==> config.mk <==
export PLATFORM = sky130hd
export DESIGN_NAME = inst_seq_ctrl
export DESIGN_NICKNAME = d
export VERILOG_FILES = /design/src/rtl/inst_seq_ctrl.sv
export SDC_FILE = /design/constraint.sdc
export NUM_CORES = 1
export LEC_CHECK = 0
export ABC_AREA = 0
export BUFFER_PORTS_ARGS = -buffer_cell sky130_fd_sc_hd__buf_4
export CORE_MARGIN = 2
export CORE_UTILIZATION = 30
export CTS_BUF_LIST = sky130_fd_sc_hd__clkbuf_16
export DETAILED_ROUTE_END_ITERATION = 6
export PLACE_DENSITY_LB_ADDON = 0.25
export SETUP_SLACK_MARGIN = 0.02
export SYNTH_ARGS = -nofsm -noshare
export SYNTH_HDL_FRONTEND = slang
export SYNTH_SLANG_ARGS = --single-unit
export TNS_END_PERCENT = 5
==> constraint.sdc <==
create_clock -name clock -period 2.94 [get_ports clock]
set_clock_uncertainty 0.2 [all_clocks]
set_input_delay 0.294 -clock clock [delete_from_list [all_inputs] [get_ports clock]]
set_output_delay 0.294 -clock clock [all_outputs]
set_load 0.01 [all_outputs]
==> src/rtl/inst_seq_ctrl.sv <==
// Execute-stage sequencer for the 12-bit baseline PIC core: decode, PC control, SLEEP/wake, flush.
// Optional stack depth checking is built when INST_SEQ_STACK_CHECK_EN is defined.
module inst_seq_ctrl #(
  parameter int STACK_DEPTH = 2,
  parameter int WAKE_CYCLES = 1
) (
  input  logic        clock,
  input  logic        reset,
  input  logic [11:0] inst,
  input  logic        alu_zero,
  input  logic        bit_val,
  input  logic        wake,
  output logic        ir_skip,
  output logic        imm_oe,
  output logic        pc_load,
  output logic        pc_push,
  output logic        pc_pop,
  output logic        pc_hold,
  output logic        sleeping,
  output logic        stk_ovf,
  output logic        stk_unf
);

  typedef enum logic [1:0] {S_BOOT, S_RUN, S_SLEEP, S_WAKE} state_e;

  state_e     state_q, state_d;
  logic [2:0] wcnt_q, wcnt_d;

  logic is_goto, is_call, is_retlw, is_lit, is_fsz, is_btfsc, is_btfss, is_sleep;

  assign is_goto  = (inst[11:9] == 3'b101);
  assign is_call  = (inst[11:8] == 4'b1001);
  assign is_retlw = (inst[11:8] == 4'b1000);
  assign is_lit   = (inst[11:10] == 2'b11);
  assign is_fsz   = (inst[11:6] == 6'b001011) || (inst[11:6] == 6'b001111);
  assign is_btfsc = (inst[11:8] == 4'b0110);
  assign is_btfss = (inst[11:8] == 4'b0111);
  assign is_sleep = (inst == 12'h003);

  always_ff @(posedge clock) begin
    if (reset) begin
      state_q <= S_BOOT;
      wcnt_q  <= 3'd0;
    end else begin
      state_q <= state_d;
      wcnt_q  <= wcnt_d;
    end
  end

  always_comb begin
    state_d  = state_q;
    wcnt_d   = wcnt_q;
    ir_skip  = 1'b0;
    imm_oe   = 1'b0;
    pc_load  = 1'b0;
    pc_push  = 1'b0;
    pc_pop   = 1'b0;
    pc_hold  = 1'b0;
    sleeping = 1'b0;
    unique case (state_q)
      S_BOOT: begin
        ir_skip = 1'b1;
        state_d = S_RUN;
      end
      S_RUN: begin
        if (is_goto) begin
          pc_load = 1'b1;
          imm_oe  = 1'b1;
          ir_skip = 1'b1;
        end else if (is_call) begin
          pc_load = 1'b1;
          pc_push = 1'b1;
          imm_oe  = 1'b1;
          ir_skip = 1'b1;
        end else if (is_retlw) begin
          pc_pop  = 1'b1;
          imm_oe  = 1'b1;
          ir_skip = 1'b1;
        end else if (is_lit) begin
          imm_oe  = 1'b1;
        end else if (is_fsz) begin
          ir_skip = alu_zero;
        end else if (is_btfsc) begin
          ir_skip = ~bit_val;
        end else if (is_btfss) begin
          ir_skip = bit_val;
        end else if (is_sleep) begin
          // wake in the same cycle is deliberately not looked at here
          pc_hold = 1'b1;
          ir_skip = 1'b1;
          state_d = S_SLEEP;
        end
      end
      S_SLEEP: begin
        sleeping = 1'b1;
        pc_hold  = 1'b1;
        ir_skip  = 1'b1;
        if (wake) begin
          state_d = S_WAKE;
          wcnt_d  = 3'(WAKE_CYCLES);
        end
      end
      S_WAKE: begin
        ir_skip = 1'b1;
        wcnt_d  = wcnt_q - 3'd1;
        if (wcnt_q <= 3'd1) state_d = S_RUN;
      end
      default: state_d = S_BOOT;
    endcase
  end

`ifdef INST_SEQ_STACK_CHECK_EN
  localparam int DW = $clog2(STACK_DEPTH + 1);

  logic [DW-1:0] depth_q, depth_d;
  logic          ovf_q, unf_q;
  logic          ovf_set, unf_set;

  // Flags show in the offending cycle and then hold until reset.
  assign ovf_set = pc_push && (depth_q == DW'(STACK_DEPTH));
  assign unf_set = pc_pop && (depth_q == '0);
  assign stk_ovf = ovf_q | ovf_set;
  assign stk_unf = unf_q | unf_set;

  always_comb begin
    depth_d = depth_q;
    if (pc_push && !ovf_set) depth_d = depth_q + DW'(1);
    else if (pc_pop && !unf_set) depth_d = depth_q - DW'(1);
  end

  always_ff @(posedge clock) begin
    if (reset) begin
      depth_q <= '0;
      ovf_q   <= 1'b0;
      unf_q   <= 1'b0;
    end else begin
      depth_q <= depth_d;
      ovf_q   <= stk_ovf;
      unf_q   <= stk_unf;
    end
  end
`else
  assign stk_ovf = 1'b0;
  assign stk_unf = 1'b0;
`endif

endmodule

==> results.txt, run 1 <==
Pleak: 0.3503 nW
io pins: 26
DRT iter0 DRCs: 12
Crit. End Element: primary output
Post-DP Area: 685.7 um^2
Routability Congestion: 0.7150
Mapped Area: 504.2 um^2
Maximum Capacitance Violations: 0
# hold bufs at CTS: 0
final setup margin: 1.026 ns
synth-to-layout area growth: 51.61%
grt ovf: 0
routed len/inst: 11.21 um
hold-critical path depth: 2
Comb power frac: 40.3%
CTS sink count: 5
most common cell after layout, fill and taps aside: buf_4
Die W: 45.00 um
worst-path cell chain: inv_1, ha_1, inv_1, a211oi_1, a31oi_1, nor2_1, buf_4
worst vdd ir: 0.0004725 V
cells after synthesis: 65
total global-route track usage: 14.80%
Hold Crit Class: input port to flop
Seq pwr share: 19.2%
switching share of power: 30.91%
TritonCTS Buffers: 3
Max Buffers Root-to-Sink: 2
synthesis-stage register bit count: 5
Initial Utilization: 32.71%
core area: 0.001541 mm^2
PD cells: 719.6 mW/mm^2
Mapped Avg Cell Area: 7.757 um^2
H-tree depth: 1
fin area: 764.5 um^2
fmax: 522.5 MHz
vias in the first global route: 474
setup bufs post-CTS: 0
P_sw: 0.1700 mW
RSZ-0062 raised after global routing: false
post-detail-place hpwl: 967.9 um
peak fanout along the critical path: 3
initial antenna violation count: 0
Die Y-Extent: 45.00 um
worst skew pair latency: 0.23 ns
register area share after synthesis: 19.85%
total power: 0.5501 mW
Most common cell on crit path: inv_1
first-pass GRT wire length: 2.028 mm
Reg clk slew, reported paths: 0.03 ns
Critical Path Max Stage Delay: 0.32 ns
row count: 14
Tcrit/Tclk final: 65.10%
most frequent cells in the layout: buf_4 (23), nor2_1 (10), inv_1 (8), ha_1 (6), dfxtp_1 (5)
Root Buffer: clkbuf_16
vias after detailed routing: 540
count of input and output buffers: 23
Remaining DRCs: 0
routed wire length: 1.199 mm
internal power: 0.3801 mW
Clock power frac: 40.4%
dominant cell type by area after synthesis: dfxtp_1
# setup viols final: 0
CP max-delay cell: dfxtp_1
diode count: 0
top cells by area, synth: dfxtp_1 (20%), ha_1 (15%), nor2_1 (7.4%)
Final Hold Viols: 0
Cell variety after synth: 28
min Tclk post-route: 1.914 ns
R2R cell count: 6
CTS tree: yes
top cell type's share of synthesized area: 19.85%
Synth warnings: 0
setup TNS: 0 ns
vias per cell: 5.047
TritonRoute pass-1 iters: 4
startpoint types: flop
die area: 0.002025 mm^2
status: finished, final reports clean
final-stage net count: 115
Post-CTS Resized: 0
dpl ws: 1.075 ns
max-slew violations: 0
fill count: 164
kind of critical path: flop to primary output
Arr. time, crit path: 1.42 ns
largest net degree at the start of global routing: 8
final antenna-violating net count: 0
layout cells sized above 1: 31.87%
WP data required: 2.45 ns
-- kinds of logic (layout without fill, tap and decap cells) --
kind of cell               count (synthesis)  count (layout)  synth area share [%]
and+or+nand+nor                           28              28                 32.01
muxes                                      2               2                 4.466
xor gates and xnor gates                   1               1                 1.737
adders and majority gates                  6               6                 14.89
other                                      1               2                0.7437
AOI/OAI and AO/OA                         13              13                 18.11
buffers and inverters                      9              34                 8.189
DFF                                        5               5                 19.85
-- worst max-delay path: cells and delay by family (launching register included) --
kind,cells,cell delay [ns]
and+or+nand+nor,1,0.09
adders and majority gates,1,0.19
DFF,1,0.32
AOI/OAI and AO/OA,2,0.29
buffers and inverters,3,0.30
-- Yosys cell counts, drive strengths merged --
cell type  count
nand2b         2
a21oi          2
nor3           1
a31oi          2
and3           2
ha             6
mux2           2
a2bb2oi        1
a211oi         2
nand4b         2
o21ba          1
dfxtp          5
o211ai         2
nor3b          1
nor2b          3
nor4           1
o21ai          3
conb           1
nand2          2
inv            7
nor2          10
nand3b         1
xnor2          1
nand3          1
nor4b          2
buf            2
-- cell type report --
type	count	area, um^2	share of cell area (%)
clock inverter	1	3.754	0.4910
sequential	5	100.1	13.09
timing repair buffer	23	172.7	22.59
clock buffer	3	75.07	9.820
multi-input combinational	52	366.6	47.95
inverter	7	26.28	3.437
tap	16	20.02	2.619
-- per-stage QoR --
stage | std cells | hold slack, ns | utilization (%)
after floorplan | 66 | 0.1631 | -
after global placement | 103 | 0.2631 | 44.48
after detailed placement | 103 | 0.2746 | 44.48
after CTS | 107 | 0.07557 | 49.59
after global routing | 107 | 0.09402 | 49.59
final | 107 | 0.08059 | 49.59
-- power by group through the flow --
stage / Sequential (mW) / Combinational, mW / Clock [mW]
6_report: 0.106 / 0.222 / 0.222
2_1_floorplan: 0.103 / 0.151 / 0
3_3_place_gp: 0.105 / 0.221 / 0
5_1_grt: 0.110 / 0.249 / 0.232
3_5_place_dp: 0.106 / 0.223 / 0
4_1_cts: 0.105 / 0.223 / 0.227
-- flip-flops by register name (all words and copies together), names as in the netlist --
signal,count
wcnt_q,3
state_q,2
-- worst paths after layout --
check	startpoint	endpoint	slack (ns)
max	state_q[1]	pc_hold	1.03
min	reset	wcnt_q[2]	0.08
max reg2reg	state_q[0]	state_q[1]	1.17
min reg2reg	wcnt_q[2]	wcnt_q[2]	0.28
-- per-layer routing --
metal	routed length [um]	up-vias	global-route usage (%)
met2	487	18	20.00
met1	558	237	18.00
li1	-	280	-
met3	110	5	6.000
met5	0	-	0
met4	44	0	12.35
Note: power is estimated with default switching activity, not from simulation.
==> run 2: changes to the inputs <==
==> constraint.sdc (replaced) <==
create_clock -name clock -period 1.6 [get_ports clock]
set_clock_uncertainty 0.2 [all_clocks]
set_input_delay 0.16 -clock clock [delete_from_list [all_inputs] [get_ports clock]]
set_output_delay 0.16 -clock clock [all_outputs]
set_load 0.01 [all_outputs]
==> run 2 against run 1 <==
Compared with the run above: the run now ends with setup timing left; sequential power increased by 110%; count of clock-buffer cells in the layout unchanged; design area up 18%; wire length grew 12%; power rose by 110%; die area unchanged; critical endpoint is now pc_push; largest power group unchanged; highest routed layer unchanged.
==> results.txt, run 2 (synthesis gave the netlist of run 1 again) <==
TritonCTS Buffers: 3 (unchanged)
beginning of the worst hold path: wcnt_q[2]
Core Util, Final: 58.60% (+9.0 points)
Routability Congestion: 0.7464 (+4.4%)
switching share of power: 31.11% (+0.20 points)
R2R cell count: 6 (unchanged)
Post-DP Area: 765.7 um^2 (+12%)
Register Area: 107.6 um^2 (+7.5%)
post-detail-place hpwl: 1.067 mm (+10%)
diode count: 0 (unchanged)
top register by number of flip-flops: wcnt_q
status: finished, violations left
most common cell after layout, fill and taps aside: buf_4
largest net degree at the start of global routing: 8 (unchanged)
Remaining DRCs: 0 (unchanged)
max-slew violations: 0 (unchanged)
final-stage net count: 124 (+7.8%)
Hold Slack: 0.2968 ns (+0.2162 ns)
Comb power frac: 45.7% (+5.4 points)
kind of critical path: flop to primary output
total power: 1.158 mW (+110%)
# setup viols final: 6 (+6)
grt ovf: 0 (unchanged)
Final Hold Viols: 0 (unchanged)
Critical R2R Launch: state_q[1]
vias per cell: 4.948 (-2.0%)
routed len/inst: 11.54 um (+3.0%)
count of input and output buffers: 23 (unchanged)
Initial Utilization: 32.71% (unchanged)
DRT iter0 DRCs: 11 (-1)
TritonRoute pass-1 iters: 4 (unchanged)
fin area: 903.4 um^2 (+18%)
P_sw: 0.3603 mW (+110%)
Clock power frac: 35.3% (-5.1 points)
die area: 0.002025 mm^2 (unchanged)
min Tclk post-route: 1.667 ns
routed wire length: 1.339 mm (+12%)
first-pass GRT wire length: 2.166 mm (+6.8%)
final setup margin: -0.06666 ns (-1.093 ns)
vias after detailed routing: 574 (+6.3%)
H-tree depth: 1 (unchanged)
peak fanout along the critical path: 3 (unchanged)
vias in the first global route: 529 (+12%)
Die W: 45.00 um (unchanged)
RSZ-0062 raised after global routing: true
row count: 14 (unchanged)
Regs by FF count: wcnt_q: 3 flops, state_q: 2 flops
final antenna-violating net count: 0 (unchanged)
layout cells sized above 1: 50.00% (+18 points)
PD cells: 1282 mW/mm^2 (+78%)
max reg flops: 3 (unchanged)
area of the multi-input gates: 421.7 um^2 (+15%)
worst skew pair latency: 0.23 ns (about the same)
internal power: 0.7980 mW (+110%)
fmax: 600.0 MHz
Crit. End Element: primary output
setup TNS: -0.1750 ns (-0.1750 ns)
Max Buffers Root-to-Sink: 2 (unchanged)
Reg clk slew, reported paths: 0.03 ns (about the same)
core area: 0.001541 mm^2 (unchanged)
Root Buffer: clkbuf_16
failing checks: setup timing
fill count: 149 (-9.1%)
hold-critical path depth: 2 (unchanged)
io pins: 26 (unchanged)
Pleak: 0.4083 nW (+17%)
Die Y-Extent: 45.00 um (unchanged)
CTS sink count: 5 (unchanged)
initial antenna violation count: 0 (unchanged)
Hold Crit Class: flop to flop
Tcrit/Tclk final: 104.2%
startpoint types: flop
Crit. Startpoint: state_q[1]
Arr. time, crit path: 1.31 ns (-0.11 ns)
Maximum Capacitance Violations: 0 (unchanged)
synth-to-layout area growth: 79.16%
WP data required: 1.24 ns (-1.21 ns)
Seq pwr share: 19.0% (-0.2 points)
most frequent cells in the layout: buf_4 (30), nor2_1 (10), inv_1 (5), ha_1 (4)
worst vdd ir: 0.001007 V (+110%)
CTS tree: yes
total global-route track usage: 14.50% (-0.31 points)
## run 2: cell count changes in the layout (fill, tap and decap cells not counted), sizes merged
cell	delta
buf	+8
dlygate4sd3	+1
## run 2: final timing paths
path         slack (ns)         end
min reg2reg        0.30   wcnt_q[2]
min                0.30   wcnt_q[2]
max               -0.07     pc_push
max reg2reg       -0.01  state_q[1]
## run 2: final cells by class
class                   count  share of cell area (%)
multi-input cells          52                   46.68
repair buffers             32                   27.29
flip-flops and latches      5                   11.91
clock buffers               3                   8.310
inverters                   7                   3.186
well taps                  16                   2.216
clock inverters             1                  0.4155
## run 2: what timing repair did
| item | CTS | global route |
|---|---|---|
| resized for setup | 10 | 4 |
| hold buffers | 1 | 0 |
| endpoints found under the hold margin | 3 | 0 |
| pin swaps | 4 | 2 |
| setup endpoints to repair | 7 | 9 |
| buffers inserted | 1 | 0 |
## run 2: power groups by stage
stage          combinational (mW)  clock [mW]  sequential (mW)
2_1_floorplan               0.305           0            0.204
4_1_cts                     0.521       0.418            0.220
5_1_grt                     0.577       0.425            0.225
6_report                    0.529       0.409            0.221
3_5_place_dp                0.457           0            0.214
3_3_place_gp                0.451           0            0.212
## run 2: per-stage QoR
stage | worst slack (ns) | std cells
after CTS | -0.06811 | 116
final | -0.06666 | 116
after detailed placement | -0.03783 | 110
after global placement | -0.02423 | 110
after global routing | -0.1405 | 116
after floorplan | 0.02555 | 66
## run 2: worst max-delay path: stages, from the launching register on
cell and delay, ns:
dfxtp_4 0.36, inv_4 0.07, ha_4 0.13, nand3b_1 0.10, buf_6 0.14, nor3b_2 0.14, buf_4 0.14
## run 2: routing by layer
layer  part of all wire [%]  GRT usage (%)  vias to the layer above
met5                      0              0                        -
met4                    1.4          5.294                        0
met3                    6.9          4.000                        2
met2                     49          24.00                       18
met1                     43          17.85                      259
li1                       -              -                      295
==> run 3: changes to the inputs <==
--- a/config.mk
+++ b/config.mk
@@ -7,7 +7,7 @@
 export LEC_CHECK = 0
 export ABC_AREA = 0
 export BUFFER_PORTS_ARGS = -buffer_cell sky130_fd_sc_hd__buf_4
-export CORE_MARGIN = 2
+export CORE_MARGIN = 1.5
 export CORE_UTILIZATION = 30
 export CTS_BUF_LIST = sky130_fd_sc_hd__clkbuf_16
 export DETAILED_ROUTE_END_ITERATION = 6
==> constraint.sdc (replaced) <==
create_clock -name clock -period 1.75 [get_ports clock]
set_clock_uncertainty 0.2 [all_clocks]
set_input_delay 0.175 -clock clock [delete_from_list [all_inputs] [get_ports clock]]
set_output_delay 0.175 -clock clock [all_outputs]
set_load 0.01 [all_outputs]
==> run 3 against run 2 <==
Compared with the run above: the run now ends clean; design area fell by 5.4%; first-iteration DRC count fell by 27%; sequential share of layout area rose by 0.53 points; global-route usage rose by 0.70 points; sequential power fell by 9%; cell count fell by 3.4%; wire length fell by 2.8%; critical path depth did not move; critical endpoint unchanged; clock power fell by 11%; flip-flop and latch count did not move.
==> results.txt, run 3 (synthesis gave the netlist of run 1 again) <==
total global-route track usage: 15.20% (+0.70 points)
worst vdd ir: 0.0008248 V (-18%)
Hold Slack: 0.2951 ns (-0.001721 ns)
vias in the first global route: 541 (+2.3%)
Register Area: 106.4 um^2 (-1.2%)
first-pass GRT wire length: 2.208 mm (+1.9%)
Regs by FF count: wcnt_q: 3 flops, state_q: 2 flops
Remaining DRCs: 0 (unchanged)
initial antenna violation count: 0 (unchanged)
internal power: 0.6844 mW (-14%)
most frequent cells in the layout: buf_4 (26), nor2_1 (10), inv_1 (6)
status: finished, final reports clean
layout cells sized above 1: 44.79% (-5.2 points)
final antenna-violating net count: 0 (unchanged)
Maximum Capacitance Violations: 0 (unchanged)
Crit. End Element: primary output
final-stage net count: 120 (-3.2%)
largest net degree at the start of global routing: 8 (unchanged)
diode count: 0 (unchanged)
Root Buffer: clkbuf_16
Reg clk slew, reported paths: 0.03 ns (about the same)
Initial Utilization: 32.71% (unchanged)
WP data required: 1.37 ns (+0.13 ns)
Die Y-Extent: 44.00 um (-2.2%)
synth-to-layout area growth: 69.48%
PD cells: 1164 mW/mm^2 (-9.2%)
worst skew pair latency: 0.23 ns (about the same)
Die W: 44.00 um (-2.2%)
switching share of power: 31.21% (+0.10 points)
R2R cell count: 6 (unchanged)
routed len/inst: 11.62 um (+0.63%)
top register by number of flip-flops: wcnt_q
Seq pwr share: 20.3% (+1.3 points)
DRT iter0 DRCs: 8 (-3)
fmax: 584.8 MHz
max-slew violations: 0 (unchanged)
Routability Congestion: 0.7055 (-5.5%)
post-detail-place hpwl: 1.003 mm (-6.0%)
TritonCTS Buffers: 3 (unchanged)
kind of critical path: flop to primary output
vias after detailed routing: 552 (-3.8%)
CTS tree: yes
area of the multi-input gates: 404.1 um^2 (-4.2%)
H-tree depth: 1 (unchanged)
Clock power frac: 36.8% (+1.5 points)
Tcrit/Tclk final: 97.72%
max reg flops: 3 (unchanged)
vias per cell: 4.929 (-0.40%)
fill count: 160 (+7.4%)
TritonRoute pass-1 iters: 4 (unchanged)
grt ovf: 0 (unchanged)
hold-critical path depth: 2 (unchanged)
Hold Crit Class: flop to flop
RSZ-0062 raised after global routing: true
Max Buffers Root-to-Sink: 2 (unchanged)
Final Hold Viols: 0 (unchanged)
peak fanout along the critical path: 3 (unchanged)
die area: 0.001936 mm^2 (-4.4%)
min Tclk post-route: 1.710 ns
# setup viols final: 0 (-6)
P_sw: 0.3105 mW (-14%)
Pleak: 0.3774 nW (-7.6%)
startpoint types: flop
io pins: 26 (unchanged)
Comb power frac: 42.9% (-2.8 points)
CTS sink count: 5 (unchanged)
core area: 0.001541 mm^2 (unchanged)
most common cell after layout, fill and taps aside: buf_4
count of input and output buffers: 23 (unchanged)
row count: 14 (unchanged)
routed wire length: 1.301 mm (-2.8%)
Arr. time, crit path: 1.34 ns (+0.03 ns)
Core Util, Final: 55.44% (-3.2 points)
run 3: changes by cell type in the layout (fill, tap and decap cells not counted), moves of 2 or more:
cell | previous run | this run
buf_4 | 30 | 26
mux2_1 | 0 | 2
mux2_4 | 2 | 0
o21ai_1 | 3 | 0
o21ai_0 | 0 | 3
dfxtp_2 | 0 | 2
run 3: area by class of cell:
| class | instances | area share (%) |
|---|---|---|
| Clock inverter | 1 | 0.4392 |
| Tap cell | 16 | 2.343 |
| Sequential cell | 5 | 12.45 |
| Multi-Input combinational cell | 52 | 47.29 |
| Inverter | 7 | 3.367 |
| Timing Repair Buffer | 28 | 25.33 |
| Clock buffer | 3 | 8.785 |
run 3: metrics by stage:
| step | cells | setup WS (ns) | TNS (ns) | total power [mW] | area (um^2) |
|---|---|---|---|---|---|
| floorplan | 66 | 0.07714 | 0 | 0.4254 | 508.0 |
| global placement | 105 | 0.1032 | 0 | 0.5559 | 700.7 |
| detailed placement | 105 | 0.03363 | 0 | 0.5667 | 700.7 |
| CTS | 110 | 0.03277 | 0 | 0.9691 | 817.0 |
| global route | 112 | -0.01481 | -0.04681 | 1.063 | 854.6 |
| finish | 112 | 0.03997 | 0 | 0.9949 | 854.6 |
run 3: layer usage:
metal,global-route usage [%],vias to the layer above,routed length [um]
met2,24.71,18,620
met3,3.750,3,82
met5,0,-,0
met4,7.273,0,15
li1,-,286,-
met1,18.59,245,583
run 3: worst paths after layout:
path,startpoint,end,slack [ns]
min,wcnt_q[2],wcnt_q[2],0.30
min reg2reg,wcnt_q[2],wcnt_q[2],0.30
max,state_q[1],pc_push,0.04
max reg2reg,state_q[0],state_q[0],0.09
run 3: repair_timing:
item / 4_1_cts / 5_1_grt
pin swaps: 0 / 2
gates resized for setup: 8 / 7
hold buffers: 1 / 0
endpoints found under the hold margin: 3 / 0
endpoints found under the setup margin: 3 / 6
buffers inserted: 0 / 2
run 3: power by group through the flow:
stage | Combinational (mW) | Clock [mW] | Sequential (mW)
detailed placement | 0.387 | 0 | 0.180
CTS | 0.405 | 0.371 | 0.192
floorplan | 0.253 | 0 | 0.173
global placement | 0.379 | 0 | 0.177
global route | 0.476 | 0.380 | 0.207
finish | 0.427 | 0.366 | 0.202
run 3: critical path, stage by stage (launching register included):
cell      delay, ns
dfxtp_2        0.34
inv_4          0.08
ha_4           0.13
nand3b_1       0.11
buf_6          0.14
nor3b_2        0.16
buf_4          0.14
